--- config.mk ---
export PLATFORM = sky130hd
export DESIGN_NAME = mux_sel_arbiter
export DESIGN_NICKNAME = d
export VERILOG_FILES = /design/src/rtl/mux_sel_pkg.sv /design/src/rtl/rr_pick4.sv /design/src/rtl/mux_sel_arbiter.sv
export SDC_FILE = /design/constraint.sdc
export NUM_CORES = 1
export LEC_CHECK = 0
export ABC_AREA = 1
export BUFFER_PORTS_ARGS = -buffer_cell sky130_fd_sc_hd__buf_4
export CAP_MARGIN = 20
export CORE_MARGIN = 2
export CORE_UTILIZATION = 55
export CTS_BUF_LIST = sky130_fd_sc_hd__clkbuf_4 sky130_fd_sc_hd__clkbuf_8
export CTS_CLUSTER_SIZE = 14
export DETAILED_ROUTE_END_ITERATION = 10
export PLACE_DENSITY_LB_ADDON = 0.25
export SLEW_MARGIN = 10
export SYNTH_ARGS = -nofsm -noshare
export SYNTH_HDL_FRONTEND = slang
export SYNTH_SLANG_ARGS = --single-unit
--- constraint.sdc ---
create_clock -name clk -period 1.95 [get_ports clk]
set_input_delay 0.0975 -clock clk [delete_from_list [all_inputs] [get_ports clk]]
set_output_delay 0.0975 -clock clk [all_outputs]
set_load 0.03 [all_outputs]
--- src/rtl/mux_sel_pkg.sv ---
// Shared types and helpers for the mux select arbiter.
// Source indices map directly onto the 2-bit mux select {s0,s1}.
package mux_sel_pkg;

    typedef enum logic {
        IDLE  = 1'b0,
        GRANT = 1'b1
    } state_t;

    localparam logic [1:0] SRC_A = 2'd0;
    localparam logic [1:0] SRC_B = 2'd1;
    localparam logic [1:0] SRC_C = 2'd2;
    localparam logic [1:0] SRC_D = 2'd3;

    function automatic logic [1:0] idx_to_sel(input logic [1:0] idx);
        return {idx[1], idx[0]};
    endfunction

endpackage

--- src/rtl/rr_pick4.sv ---
// Combinational round-robin picker: first requester scanning last+1, last+2, ... mod 4.
// Zero latency; no backpressure. The last winner is scanned last, so it gets lowest priority.
module rr_pick4 (
    input  logic [3:0] req,
    input  logic [1:0] last,
    output logic       found,
    output logic [1:0] idx
);

    logic [1:0] cand;

    always_comb begin
        found = 1'b0;
        idx   = last;
        cand  = last;
        for (int k = 1; k <= 4; k++) begin
            cand = last + 2'(k);
            if (!found && req[cand]) begin
                found = 1'b1;
                idx   = cand;
            end
        end
    end

endmodule

--- src/rtl/mux_sel_arbiter.sv ---
// Round-robin arbiter driving the 4-source word mux selects; grant visible 1 cycle after req.
// Grant held until done, request withdrawal, or HOLD_MAX cycles elapse (timeout pulse).
module mux_sel_arbiter #(
    parameter int HOLD_MAX = 8,
    parameter int CNT_W    = 8
) (
    input  logic       clk,
    input  logic       rst,
    input  logic [3:0] req,
    input  logic       done,
    output logic       s0,
    output logic       s1,
    output logic       valid,
    output logic [3:0] grant,
    output logic       timeout
);
    import mux_sel_pkg::*;

    localparam logic [CNT_W-1:0] HOLD_LAST = CNT_W'(HOLD_MAX - 1);

    state_t           state_q, state_d;
    logic [CNT_W-1:0] cnt_q, cnt_d;
    logic [1:0]       last_q, last_d;
    logic [1:0]       sel_q, sel_d;
    logic [3:0]       grant_q, grant_d;
    logic             valid_q, valid_d;
    logic             timeout_q, timeout_d;

    logic             pick_found;
    logic [1:0]       pick_idx;
    logic             cur_req;
    logic             release_now;

    rr_pick4 u_pick (
        .req   (req),
        .last  (last_q),
        .found (pick_found),
        .idx   (pick_idx)
    );

    always_comb begin
        state_d     = state_q;
        cnt_d       = cnt_q;
        last_d      = last_q;
        sel_d       = sel_q;
        grant_d     = grant_q;
        valid_d     = valid_q;
        timeout_d   = 1'b0;
        cur_req     = |(req & grant_q);
        release_now = done || !cur_req || (cnt_q == HOLD_LAST);

        case (state_q)
            IDLE: begin
                if (pick_found) begin
                    state_d = GRANT;
                    grant_d = 4'b0001 << pick_idx;
                    sel_d   = idx_to_sel(pick_idx);
                    last_d  = pick_idx;
                    valid_d = 1'b1;
                    cnt_d   = '0;
                end
            end
            GRANT: begin
                if (release_now) begin
                    cnt_d = '0;
                    // Only a pure hold expiry pulses timeout; done or withdrawal take precedence.
                    timeout_d = !done && cur_req;
                    if (pick_found) begin
                        grant_d = 4'b0001 << pick_idx;
                        sel_d   = idx_to_sel(pick_idx);
                        last_d  = pick_idx;
                        valid_d = 1'b1;
                    end else begin
                        state_d = IDLE;
                        grant_d = 4'b0000;
                        valid_d = 1'b0;
                    end
                end else begin
                    cnt_d = cnt_q + 1'b1;
                end
            end
            default: begin
                state_d = IDLE;
                grant_d = 4'b0000;
                valid_d = 1'b0;
                cnt_d   = '0;
            end
        endcase
    end

    always_ff @(posedge clk or posedge rst) begin
        if (rst) begin
            state_q   <= IDLE;
            cnt_q     <= '0;
            last_q    <= SRC_D;
            sel_q     <= idx_to_sel(SRC_A);
            grant_q   <= 4'b0000;
            valid_q   <= 1'b0;
            timeout_q <= 1'b0;
        end else begin
            state_q   <= state_d;
            cnt_q     <= cnt_d;
            last_q    <= last_d;
            sel_q     <= sel_d;
            grant_q   <= grant_d;
            valid_q   <= valid_d;
            timeout_q <= timeout_d;
        end
    end

    assign s0      = sel_q[1];
    assign s1      = sel_q[0];
    assign valid   = valid_q;
    assign grant   = grant_q;
    assign timeout = timeout_q;

endmodule

==> flow_summary.ini <==
[die]
fp.dieH_um = 50.4
initial_standard_cell_utilization_of_the_core = 0.592
floorplan.die.width_um = 50.4
boundaryPins = 15
placeableCoreArea_sq_um = 2000
die_area_sq_um = 2540
placement_rows = 16

[worst_hold_path]
holdCritPathClass = input port to register
hold_path_depth = 5

[sta]
setup_viol = 0
finClkSkew_ns = 0.00166
final_hold_viol_count = 0
post-route-period-util = 0.951
fin_crit_ns = 1.86
fin_hold_ws_ns = 0.239
max_clock_freq_mhz = 539
timing.final.max_slew_violations = 0
max_slew_margin = 0.546
max_slew.worst_pin.slew_ns = 0.680

[synthesis]
synth.area.top_cells = sky130_fd_sc_hd__dfrtp_1 36%, sky130_fd_sc_hd__nand2_1 22%, sky130_fd_sc_hd__nand3_1 5.5%
synth.net_count = 174
syn-instance-count = 166
syn-cell-area_sq_um = 1180
synth_enable_flop_cells = 0
ys_seq_elements = 19
sequential_area_share_after_synthesis = 0.403
yosys_warnings = 0
netlist.area_leader.share = 0.359
synth.most_common_cell = sky130_fd_sc_hd__nand2_1
most_frequent_cells_after_synthesis = 69 x sky130_fd_sc_hd__nand2_1, 17 x sky130_fd_sc_hd__dfrtp_1, 13 x sky130_fd_sc_hd__nand3_1
yosysUniqueCellTypes = 27
async_reset_ff_frac = 1.00
synth_top_cell_by_area = sky130_fd_sc_hd__dfrtp_1
ys_dominant_reg_cell = sky130_fd_sc_hd__dfrtp_1
post_syn_area_per_cell_sq_um = 7.14

[setup_path]
worstPathBufferInverterCount = 1
worstSetupStartpointType = register
path_class = register to register
cp.required_ns = 2.20
crit_end_element = register
timing.critical_path.arrival_ns = 2.10
worst-r2r-cell-count = 11
cpPeakStageDelay_ns = 0.59
crit_path_max_fanout = 7
cp_cell_sequence = buf_4 -> nand2_1 -> nand2_1 -> nand2_2 -> nand2_4 -> nor2_8 -> nand3_4 -> nand2_2 -> nor2_2 -> nand2_1 -> nand2_1
critical-path-top-delay-family = simple AND/OR/NAND/NOR gates
crit_path_top_delay_cell = sky130_fd_sc_hd__dfstp_2
cpMostUsedCell = sky130_fd_sc_hd__nand2_1
cell_count_along_the_critical_path = 11

[clocking]
cts.reportedPaths.clkPinSlew_ns = 0.11
tritoncts_clock_tree = done
numClockSinks = 19
clock_tree.root_cell = sky130_fd_sc_hd__clkbuf_4
ctsHtreeMaxLevel = 1
cts_post_setup_buffers_inserted = 0
cts.path.max_buffers = 2
worstSkewPairLatency_ns = 0.30
cts_inserted_buffers = 3

[placement]
detailed_place.area_sq_um = 1310
hpwl_mm = 1.88
dp_cells = 206
place.port_buffers = 14
place.gp.congestion = 0.866

[detailed_routing]
vias_per_cell = 5.36
number_of_design_rule_violations_left_by_the_first_detailed_router_iteration = 36
met2_wirelength_mm = 1.12
met1_length_mm = 1.17
route.vias.total = 1141
dr.pass1.iters = 4
route.antenna.remaining_nets = 0
top_signal_layer_used = met4
routed_wl_mm = 2.49
wire_length_on_met3_um = 173
wl_per_cell_um = 11.7
detail_route.drc_violations = 0

[finish]
area.growth.synth_to_final_pct = 16.1
post_layout_nonfiller_instances = 213
diodes = 0
postLayoutCellArea_sq_um = 1380
n_fill_cell = 171
final_layout_size_suffix_gt1_frac = 0.220
final_core_utilization = 0.687
final_nets = 195

[pwr]
static-leakage-power_nw = 0.721
power.density_cell_area_nw_per_um2 = 1710
irDropWorstVdd_v = 0.00140

[global_routing]
global_route.overflow_total = 0
grt_pass1_wl_mm = 4.14
grt_pass1_vias = 987
grt_start_max_net_pins = 20
globalRouteTotalUtil = 0.214
antenna_found_initial = 0

[outcome]
outcome = complete, no violations

[job]
maxCapViolCount = 0
==> metal layers <==
layer	track usage	up-vias
li1	-	568
met4	0.0901	0
met2	0.322	38
met1	0.298	531
met5	0	-
met3	0.0446	4
==> registers in the layout (all words and copies together) (netlist names) <==
signal	flops
last_q	2
state_q	1
grant	4
cnt_q	8
timeout	1
valid	1
sel_q	2
==> repair_timing <==
item,in CTS,in global routing
resized for setup,0,4
hold buffers,2,0
endpoints found under the setup margin,0,7
hold endpoints to repair,18,0
==> layout make-up <==
cell class              count  area, sq um  share of cell area
multi-input cells         129          636               0.462
flip-flops and latches     19          478               0.348
repair buffers             18          140               0.102
inverters                  16         60.1              0.0437
well taps                  27         33.8              0.0246
clock buffers               3         22.5              0.0164
clock inverters             1         5.00             0.00364
==> placed cells by master, fill, tap and decap left out <==
cell	synthesis	final
sky130_fd_sc_hd__nor2_4	1	2
sky130_fd_sc_hd__dfrtp_1	17	17
sky130_fd_sc_hd__xor2_1	1	1
sky130_fd_sc_hd__xnor2_1	1	1
sky130_fd_sc_hd__buf_4	1	16
sky130_fd_sc_hd__nand2_2	4	5
sky130_fd_sc_hd__nand4_1	1	1
sky130_fd_sc_hd__inv_1	10	10
sky130_fd_sc_hd__nand2_1	69	68
sky130_fd_sc_hd__inv_2	6	6
sky130_fd_sc_hd__dfstp_2	2	2
sky130_fd_sc_hd__nor3_1	1	1
sky130_fd_sc_hd__nor2_1	9	7
sky130_fd_sc_hd__nand3_1	13	13
sky130_fd_sc_hd__or2_0	1	1
sky130_fd_sc_hd__o31ai_1	2	2
sky130_fd_sc_hd__nor4_1	2	2
sky130_fd_sc_hd__nand2_4	1	1
sky130_fd_sc_hd__a21o_1	1	1
sky130_fd_sc_hd__dlygate4sd3_1	0	2
sky130_fd_sc_hd__ha_1	1	1
sky130_fd_sc_hd__nand3_4	1	1
sky130_fd_sc_hd__clkbuf_4	0	3
sky130_fd_sc_hd__clkinv_2	0	1
sky130_fd_sc_hd__nor2_8	1	1
sky130_fd_sc_hd__o21ai_0	3	3
sky130_fd_sc_hd__o21ai_1	9	9
sky130_fd_sc_hd__nor2_2	1	3
sky130_fd_sc_hd__a21oi_1	5	5
==> tightest hold or removal path, cell delays in order <==
cell and delay, ns:
sky130_fd_sc_hd__buf_4 0.12, sky130_fd_sc_hd__nand2_1 0.06, sky130_fd_sc_hd__nand2_1 0.04, sky130_fd_sc_hd__nor2_1 0.12, sky130_fd_sc_hd__nor4_1 0.07
==> metrics by stage <==
step | TNS (ns) | power [mW] | setup WS (ns)
floorplan | 0 | 1.75 | 0.327
global placement | 0 | 2.03 | 0.177
detailed placement | 0 | 2.06 | 0.128
CTS | 0 | 2.27 | 0.121
global route | -0.0343 | 2.56 | -0.0136
finish | 0 | 2.35 | 0.0947
==> kinds of logic after synthesis <==
| group | synth area share |
|---|---|
| fa+ha+maj | 0.0106 |
| simple gates | 0.404 |
| buf+inv | 0.0760 |
| xor+xnor | 0.0148 |
| flops | 0.403 |
| compound gates | 0.0908 |
==> power breakdown <==
group	switching, mW	internal, mW
Combinational	1.03	0.496
Sequential	0.0923	0.529
Clock	0.123	0.0764
==> final timing paths <==
check                                 to  startpoint  slack, ns
max in group asynchronous        state_q         rst       1.07
worst min register to register  sel_q[1]    sel_q[1]       0.51
min in group asynchronous       grant[0]         rst       0.45
worst min-delay path             timeout      req[3]       0.24
worst max register to register  grant[2]   last_q[0]       0.09
worst max-delay path            grant[2]   last_q[0]       0.09
No activity file was read; power rests on OpenSTA's default activity.
